$ cat src/rtl/cpu_pkg.sv
// Shared CPU definitions: multiply/divide op encodings, sequencer states and
// the control-unit opcodes that route to the multiply/divide unit.
package cpu_pkg;

  localparam logic MD_OP_MUL = 1'b0;
  localparam logic MD_OP_DIV = 1'b1;

  localparam logic [4:0] OP_MUL = 5'b01111;
  localparam logic [4:0] OP_DIV = 5'b10000;

  typedef enum logic [1:0] {
    IDLE = 2'd0,
    ITER = 2'd1,
    FIX  = 2'd2,
    DONE = 2'd3
  } md_state_t;

endpackage

$ cat src/rtl/md_iter_core.sv
// Radix-2 iteration datapath: shift-add multiply and restoring divide on
// unsigned magnitudes, one step per cycle while step is high.
module md_iter_core
  import cpu_pkg::*;
#(
  parameter int unsigned WIDTH = 32
) (
  input  logic             clk,
  input  logic             rst,
  input  logic             load,
  input  logic             step,
  input  logic             op,
  input  logic [WIDTH-1:0] mag_a,
  input  logic [WIDTH-1:0] mag_b,
  output logic [WIDTH-1:0] acc_hi,
  output logic [WIDTH-1:0] acc_lo
);

  logic             op_q;
  logic [WIDTH-1:0] opnd;
  logic [WIDTH-1:0] r_hi, r_lo;
  logic [WIDTH-1:0] nx_hi, nx_lo;
  logic [WIDTH:0]   sum, r_sh, diff;

  always_comb begin
    sum   = '0;
    r_sh  = '0;
    diff  = '0;
    nx_hi = r_hi;
    nx_lo = r_lo;
    if (op_q == MD_OP_MUL) begin
      // {P, multiplier}: add on LSB, then shift the whole pair right
      sum   = {1'b0, r_hi} + (r_lo[0] ? {1'b0, opnd} : '0);
      nx_hi = sum[WIDTH:1];
      nx_lo = {sum[0], r_lo[WIDTH-1:1]};
    end else begin
      r_sh = {r_hi, r_lo[WIDTH-1]};
      diff = r_sh - {1'b0, opnd};
      if (!diff[WIDTH]) begin
        nx_hi = diff[WIDTH-1:0];
        nx_lo = {r_lo[WIDTH-2:0], 1'b1};
      end else begin
        nx_hi = r_sh[WIDTH-1:0];
        nx_lo = {r_lo[WIDTH-2:0], 1'b0};
      end
    end
  end

  always_ff @(posedge clk) begin
    if (rst) begin
      op_q <= MD_OP_MUL;
      opnd <= '0;
      r_hi <= '0;
      r_lo <= '0;
    end else if (load) begin
      op_q <= op;
      r_hi <= '0;
      if (op == MD_OP_MUL) begin
        opnd <= mag_a;
        r_lo <= mag_b;
      end else begin
        opnd <= mag_b;
        r_lo <= mag_a;
      end
    end else if (step) begin
      r_hi <= nx_hi;
      r_lo <= nx_lo;
    end
  end

  assign acc_hi = r_hi;
  assign acc_lo = r_lo;

endmodule

$ cat src/rtl/md_sequencer.sv
// Signed iterative multiply/divide unit: FSM, iteration counter, sign fix-up
// and HI/LO result registers around md_iter_core.
module md_sequencer
  import cpu_pkg::*;
#(
  parameter int unsigned WIDTH = 32
) (
  input  logic             clk,
  input  logic             rst,
  input  logic             start,
  input  logic             op,
  input  logic [WIDTH-1:0] a,
  input  logic [WIDTH-1:0] b,
  output logic             busy,
  output logic             done,
  output logic [WIDTH-1:0] hi,
  output logic [WIDTH-1:0] lo,
  output logic             div_by_zero
);

  localparam int unsigned CW = (WIDTH > 1) ? $clog2(WIDTH) : 1;

  md_state_t        state, state_nx;
  logic [CW-1:0]    count;
  logic             op_q, sa_q, sb_q;
  logic             accept, div0, core_load, core_step;
  logic [WIDTH-1:0] mag_a, mag_b, acc_hi, acc_lo, fix_hi, fix_lo;
  logic [2*WIDTH-1:0] prod;

  always_comb begin
    accept    = (state == IDLE) && start;
    div0      = (op == MD_OP_DIV) && (b == '0);
    core_load = accept && !div0;
    core_step = (state == ITER);
    // The most-negative operand maps to itself, read as an unsigned magnitude
    mag_a     = a[WIDTH-1] ? -a : a;
    mag_b     = b[WIDTH-1] ? -b : b;
  end

  md_iter_core #(.WIDTH(WIDTH)) u_core (
    .clk    (clk),
    .rst    (rst),
    .load   (core_load),
    .step   (core_step),
    .op     (op),
    .mag_a  (mag_a),
    .mag_b  (mag_b),
    .acc_hi (acc_hi),
    .acc_lo (acc_lo)
  );

  always_comb begin
    prod   = {acc_hi, acc_lo};
    fix_hi = acc_hi;
    fix_lo = acc_lo;
    if (op_q == MD_OP_MUL) begin
      if (sa_q ^ sb_q) prod = -prod;
      fix_hi = prod[2*WIDTH-1:WIDTH];
      fix_lo = prod[WIDTH-1:0];
    end else begin
      fix_lo = (sa_q ^ sb_q) ? -acc_lo : acc_lo;
      fix_hi = sa_q ? -acc_hi : acc_hi;
    end
  end

  always_comb begin
    state_nx = state;
    unique case (state)
      IDLE: if (start) state_nx = div0 ? DONE : ITER;
      ITER: if (count == CW'(WIDTH - 1)) state_nx = FIX;
      FIX:  state_nx = DONE;
      DONE: state_nx = IDLE;
      default: state_nx = IDLE;
    endcase
  end

  // busy/done are registered from the state, so they trail it by one cycle
  always_ff @(posedge clk) begin
    if (rst) begin
      state       <= IDLE;
      count       <= '0;
      op_q        <= MD_OP_MUL;
      sa_q        <= 1'b0;
      sb_q        <= 1'b0;
      busy        <= 1'b0;
      done        <= 1'b0;
      hi          <= '0;
      lo          <= '0;
      div_by_zero <= 1'b0;
    end else begin
      state <= state_nx;
      busy  <= (state == ITER) || (state == FIX);
      done  <= (state == DONE);
      if (accept) begin
        op_q        <= op;
        sa_q        <= a[WIDTH-1];
        sb_q        <= b[WIDTH-1];
        count       <= '0;
        div_by_zero <= div0;
        if (div0) begin
          hi <= a;
          lo <= '1;
        end
      end else if (state == ITER) begin
        count <= count + 1'b1;
      end
      if (state == FIX) begin
        hi <= fix_hi;
        lo <= fix_lo;
      end
    end
  end

endmodule

$ cat config.mk
export PLATFORM = sky130hd
export DESIGN_NAME = md_sequencer
export DESIGN_NICKNAME = d
export VERILOG_FILES = /design/src/rtl/cpu_pkg.sv /design/src/rtl/md_iter_core.sv /design/src/rtl/md_sequencer.sv
export SDC_FILE = /design/constraint.sdc
export NUM_CORES = 1
export LEC_CHECK = 0
export BUFFER_PORTS_ARGS = -buffer_cell sky130_fd_sc_hd__clkbuf_2
export CORE_MARGIN = 2
export CORE_UTILIZATION = 49
export CTS_CLUSTER_SIZE = 25
export DETAILED_ROUTE_END_ITERATION = 8
export PLACE_DENSITY = 0.68
export SLEW_MARGIN = 5
export SYNTH_ARGS = -nofsm -noshare
export SYNTH_HDL_FRONTEND = slang
export SYNTH_SLANG_ARGS = --single-unit
$ cat constraint.sdc
create_clock -name clk -period 4.4 [get_ports clk]
set_input_delay 0 -clock clk [delete_from_list [all_inputs] [get_ports clk]]
set_output_delay 0 -clock clk [all_outputs]
set_load 0.01 [all_outputs]
==> metrics.txt, run 1 <==
first-pass GRT wire length=a little over 80 mm; largest net degree at the start of global routing=94; post-DR wirelength/cell=around 23 µm; final wirelength=between 50 and 60 mm; TritonRoute pass-1 iters=6; share of layout cells above drive strength 1=a little over an eighth; vias in the first global route=14009; CTS clock-pin slew for the worst setup and hold paths=0.08 ns; EDFF count, synth=0; core box area=between 20000 and 30000 µm²; num rows=63; DP Worst Slack=0.342 ns; GRT Overall Usage=about 34%; cts bufs inserted=17; H-tree levels=4; post-route ant nets=0; met2 usage=50.0%; gr ovfl total=0; drt first-iter violations=about 2200; final worst setup slack=~0.27 ns; Leak Pwr=between 6 and 7 nW; hold path startpoint=a[24]; Root Driver=clkbuf_16; P per Cell Area=760 nW/µm²; met3 usage=around a tenth; final std cells w/o fill=around 2400; Hold Vio Cnt, Final=0; initial antenna violation count=1; Die X=between 150 and 200 µm; DIE AREA=between 30000 and 40000 µm²; DP HPWL=between 40 and 50 mm; maximum capacitance violations=0; met1 Usage GRT=a little under half; worst hold path type=in -> reg; fin crit share=~94%; syn_area_per_cell=7.62 µm²; Hold Worst Slack=0.0211 ns; initial core utilization=49.4%; CP startpoint=u_core.acc_hi[6]$_SDFFE_PP0P_; setup TNS=0 ns; clk_skew=roughly 0.018 ns; Max Fclk=~0.24 GHz; CTS tree=yes; CP arrival=between 4 and 5 ns; Antenna Cells=0; Synth Register Bits=174; post-synth cell types=between 80 and 90; GR peak layer=met2; Rel. slew slack=a little over a third; Final Wtd Congestion=~0.97; via/cell ratio=about 6.5; Setup Crit Path Kind=reg -> reg; RSZ-0062 raised after global routing=no; Post-synth ARST share=0%; worst-skew pair later-pin latency=0.45 ns; setup violators final=0; nets=about 2100; dominant cell type by area after synthesis=dfxtp_1; fillers=between 2000 and 3000; startpoint types=flip-flop; predominant post-synthesis flop cell=dfxtp_1; TritonCTS Sinks=174; largest fanout on the critical path=11; maximum vdd drop=350 µV; Port Buffers=roughly 130; register area share after synthesis=around a quarter; Slew @ Worst Pin=approximately 0.97 ns; Post-Synthesis Cell Area=about 15000 µm²; syn_nets=a little over 2000; die height=~180 µm; Post-CTS Setup Bufs=0; Final Max Tran Viols=0; kind of end point of the critical path=flip-flop; cell with the most instances after synthesis=nor2_1; DP Area=roughly 16000 µm²; Synth top cells by count=nor2_1, dfxtp_1, a21oi_1; Max clock buf depth=2; Yosys warning count=0; Syn Inst Count=between 1500 and 2000; area share of the largest cell type after synthesis=a little under a quarter; DP Cell Count=2358; top post-synthesis cells by area=dfxtp_1, ha_1, a211oi_1, xnor2_1, a21oi_1; number of I/O pins=roughly 140; RR Startpoint=u_core.acc_hi[6]$_SDFFE_PP0P_; Worst Path Required=about 4.7 ns; min Tclk post-route=approximately 4.1 ns; remaining routing DRC violations=0; outcome=completed; DR vias=about 16000; Finished Cell Area=16200 µm²; area delta synth->final=11.5%
==> state kept, by name, indices dropped and copies added (netlist names), 2 cells and up <==
register,flops
u_core.opnd,32
count,5
lo,32
u_core.acc_hi,32
u_core.acc_lo,32
hi,32
state,2
==> routing by layer <==
| metal | up-vias | share of wire [%] |
|---|---|---|
| met3 | 125 | 13 |
| li1 | 7191 | - |
| met5 | - | 0 |
| met2 | 911 | 41 |
| met1 | 7338 | 42 |
| met4 | 0 | 4.1 |
==> logic make-up after synthesis <==
group	Yosys count	synth area share, %
compound gates	622	28.7
simple gates	608	20.5
buf+inv	197	5.48
flops	174	23.9
xor+xnor	167	10.0
fa+ha+maj	77	6.72
mux	66	4.68
==> cells in the final DEF (no fill, tap or decap), types with 11 or more instances in the layout <==
master,synthesis,layout
o41ai_1,12,12
xnor2_1,97,97
nand3_1,29,29
o21bai_1,11,11
or4_1,19,19
nand2_1,154,154
xor2_1,70,70
a31oi_1,19,19
o211ai_1,26,26
or3_1,17,17
inv_1,62,62
nor2b_1,43,43
nor3_1,74,74
a211oi_1,120,120
clkbuf_2,1,133
o31ai_1,29,29
o21ai_1,16,16
a21o_1,32,32
o21ai_0,87,87
ha_1,75,73
clkbuf_16,0,17
nand2b_1,13,13
and2_1,11,11
mux2i_1,49,49
o221ai_1,12,12
dfxtp_1,174,173
a21oi_1,159,159
nor2_1,179,178
nor4_1,19,19
buf_4,5,57
==> layout make-up <==
type | instances | area [µm²] | area share [%]
well taps | 390 | 488 | 3.00
repair buffers | 195 | 1150 | 7.10
inverters | 63 | 236 | 1.46
clock inverters | 13 | 149 | 0.917
multi-input cells | 1540 | 10300 | 63.4
clock buffers | 18 | 429 | 2.64
flip-flops and latches | 174 | 3480 | 21.5
==> power breakdown <==
part	leakage, nW	switching (W)	internal (W)	total, W
Sequential	1.42	0.000618	0.00207	0.00269
Combinational	4.81	0.00491	0.00317	0.00809
Clock	0.283	0.000757	0.000807	0.00156
Total	6.52	0.00629	0.00605	0.0123
==> worst max-delay path: stages (launching register included) <==
cell,delay (ns)
dfxtp_1,0.51
ha_1,0.34
a21oi_1,0.29
nand2_1,0.10
o21ai_0,0.55
a2111oi_0,0.25
a211oi_2,0.60
nand2_2,0.40
buf_4,0.31
and2_1,0.16
a2111oi_0,0.40
nor3_1,0.10
==> repair_timing <==
item | 4_1_cts | 5_1_grt
hold buffers | 4 | 0
resized for setup | 0 | 0
endpoints found under the hold margin | 4 | 0
==> stage by stage <==
stage / util (%) / total power [W]
final: 55.1 / 0.0123
after floorplan: - / 0.00814
after CTS: 55.1 / 0.0121
after global routing: 55.1 / 0.0131
after detailed placement: 53.0 / 0.0106
after global placement: 53.0 / 0.0105
==> path summary, 6_finish.rpt <==
path                            cells after the start  slack [ns]                        endpoint
worst max register to register                     11        0.27  u_core.acc_hi[19]$_SDFFE_PP0P_
worst min register to register                      2        0.45     u_core.opnd[9]$_SDFFE_PP0P_
worst min-delay path                                3        0.02             hi[24]$_SDFFE_PP0P_
worst max-delay path                               11        0.27  u_core.acc_hi[19]$_SDFFE_PP0P_
No activity file was read; power rests on OpenSTA's default activity.
==> run 2: changes to the inputs <==
ABC_AREA = 1   (was unset)
PLACE_DENSITY = 0.67   (was 0.68)
==> metrics.txt, run 2 <==
outcome=completed; setup TNS=0 ns; Crit path largest cell delay=roughly 0.57 ns; predominant post-synthesis flop cell=dfxtp_1; EDFF count, synth=0; dominant cell type by area after synthesis=nand2_1; Final Max Tran Viols=0; area share of the largest cell type after synthesis=about 22%; Leak Pwr=between 10 and 15 nW; maximum vdd drop=432 µV; Yosys warning count=0; fillers=3760; crit-path leading delay family=buffers and inverters; drt first-iter violations=between 2000 and 3000; most common cell after layout, fill and taps aside=nand2_1; Synth top cells by count=nand2_1, inv_1, nor2_1; CTS tree=yes; die height=about 200 µm; wire length on met1=just over 30 mm; area delta synth->final=10.5%; post-route ant nets=0; Max Fclk=between 0.3 and 0.4 GHz; via/cell ratio=around 5.8; syn_nets=between 3000 and 4000; worst-skew pair later-pin latency=between 0.4 and 0.5 ns; Post-Synthesis Cell Area=17800 µm²; Rel. slew slack=16.6%; kind of end point of the critical path=flip-flop; DR vias=22355; Worst Path Required=approximately 4.8 ns; largest fanout on the critical path=33; CTS clock-pin slew for the worst setup and hold paths=0.07 ns; CP arrival=approximately 3.6 ns; clk_skew=~0.02 ns; Met2 Wirelength=approximately 37 mm; Die X=approximately 190 µm; RSZ-0062 raised after global routing=no; Port Buffers=between 100 and 150; vias in the first global route=21160; cell chain of the critical path=inv_1 > ha_1 > nand2_1 > inv_1 > nand2_4 > buf_4 > nand2_1 > a31oi_1 > dlygate4sd3_1; number of I/O pins=135; GRT Overall Usage=42.8%; overall power=0.0159 W; P per Cell Area=between 800 and 900 nW/µm²; TritonRoute pass-1 iters=6; Synth Register Bits=~170; top post-synthesis cells by area=nand2_1, dfxtp_1, inv_1, nand3_1, nor2_1; utilization after layout=around 55%; initial antenna violation count=0; Antenna Cells=0; Root Driver=clkbuf_16; final wirelength=just over 80 mm; Setup Crit Path Kind=reg -> reg; cell with the most instances after synthesis=nand2_1; initial core utilization=between 40% and 50%; uppermost layer routed=met4; Syn Inst Count=~3300; Net Switching=just under 0.01 W; sum of buffers and inverters on the critical path=4; num rows=69; post-synth cell types=47; Seq pwr share=around 18%; Slowest-stage cell, CP=dlygate4sd3_1; fin crit share=73.3%; post-DR wirelength/cell=21.5 µm; DIE AREA=between 30000 and 40000 µm²; register area share after synthesis=between 15 and 20%; largest net degree at the start of global routing=99; Post-synth ARST share=0%; syn_area_per_cell=5.47 µm²; sw frac=between 60% and 70%; first-pass GRT wire length=between 100 and 150 mm; min Tclk post-route=approximately 3.2 ns; worst hold path type=in -> reg; maximum capacitance violations=0; cts bufs inserted=17; gr ovfl total=0; share of layout cells above drive strength 1=between 7 and 8%; Pint=between 0.006 and 0.007 W; Max clock buf depth=2; TritonCTS Sinks=~170; Gate power share=approximately 72%; remaining routing DRC violations=0; Hold Vio Cnt, Final=0; most frequent cells in the layout=nand2_1, inv_1, nor2_1; Slew @ Worst Pin=approximately 1.2 ns; H-tree levels=4; setup violators final=0; DP HPWL=about 66 mm; met3 WL=~6.9 mm; core box area=35700 µm²; clock power share=10.2%; startpoint types=flip-flop; Final Wtd Congestion=around 1.1; nets=approximately 3500
## run 2: logic make-up after synthesis
family | Yosys count | share of synthesized area, %
xor gates and xnor gates | 57 | 2.80
adders and majority gates | 77 | 5.49
AOI/OAI and AO/OA | 552 | 16.9
buffers and inverters | 652 | 14.4
DFF | 174 | 19.5
and+or+nand+nor | 1748 | 40.9
## run 2: stage by stage
step	instances	hold WS [ns]	setup slack, ns	area [µm²]
after global placement	3762	0.311	1.41	18700
after detailed placement	3762	0.320	1.38	18700
after CTS	3832	0.000333	1.25	19700
final	3832	0.0181	1.18	19700
after global routing	3832	0.0377	1.07	19700
after floorplan	3260	0.148	2.09	17800
## run 2: worst register-to-register path: cells and delay by family, from the launching register on
family	cells	cell delay, ns
buffers and inverters	4	1.44
flip-flops	1	0.38
AO/OA/AOI/OAI	1	0.17
AND/OR/NAND/NOR	3	0.95
adder cells (fa/ha/maj)	1	0.23
## run 2: routing by layer
metal  vias to the layer above  global-route usage (%)
met5                         -                       0
met2                      1265                    70.5
met1                     10169                    49.3
li1                      10570                       -
met3                       351                    6.06
met4                         0                    36.0
## run 2: what timing repair did
action | in CTS | in global routing
setup buffers | 0 | 0
hold buffers | 38 | 0
hold endpoints to repair | 41 | 0
resized for setup | 0 | 0
## run 2: final cells by class
type | count | area (µm²) | area share [%]
repair buffers | 193 | 1210 | 6.14
clock buffers | 18 | 429 | 2.18
multi-input cells | 2434 | 11800 | 60.0
inverters | 538 | 2020 | 10.3
flip-flops and latches | 174 | 3480 | 17.7
well taps | 461 | 577 | 2.93
clock inverters | 14 | 161 | 0.820
## run 2: worst paths after layout
check | cells past startpoint | startpoint | endpoint | slack, ns
worst max-delay path | 9 | state[0]$_SDFFE_PP0P_ | u_core.opnd[0]$_SDFFE_PP0P_ | 1.18
worst min-delay path | 5 | b[3] | u_core.opnd[3]$_SDFFE_PP0P_ | 0.02
worst max register to register | 9 | state[0]$_SDFFE_PP0P_ | u_core.opnd[0]$_SDFFE_PP0P_ | 1.18
worst min register to register | 2 | count[4]$_SDFFE_PP0P_ | count[4]$_SDFFE_PP0P_ | 0.47
## run 2: power groups by stage
| stage | clock network, W | logic [W] | registers (W) |
|---|---|---|---|
| 6_report | 0.00161 | 0.0114 | 0.00284 |
| 5_1_grt | 0.00166 | 0.0125 | 0.00286 |
| 4_1_cts | 0.00160 | 0.0111 | 0.00279 |
| 3_5_place_dp | 0 | 0.0110 | 0.00282 |
| 3_3_place_gp | 0 | 0.0110 | 0.00281 |
| 2_1_floorplan | 0 | 0.00780 | 0.00256 |
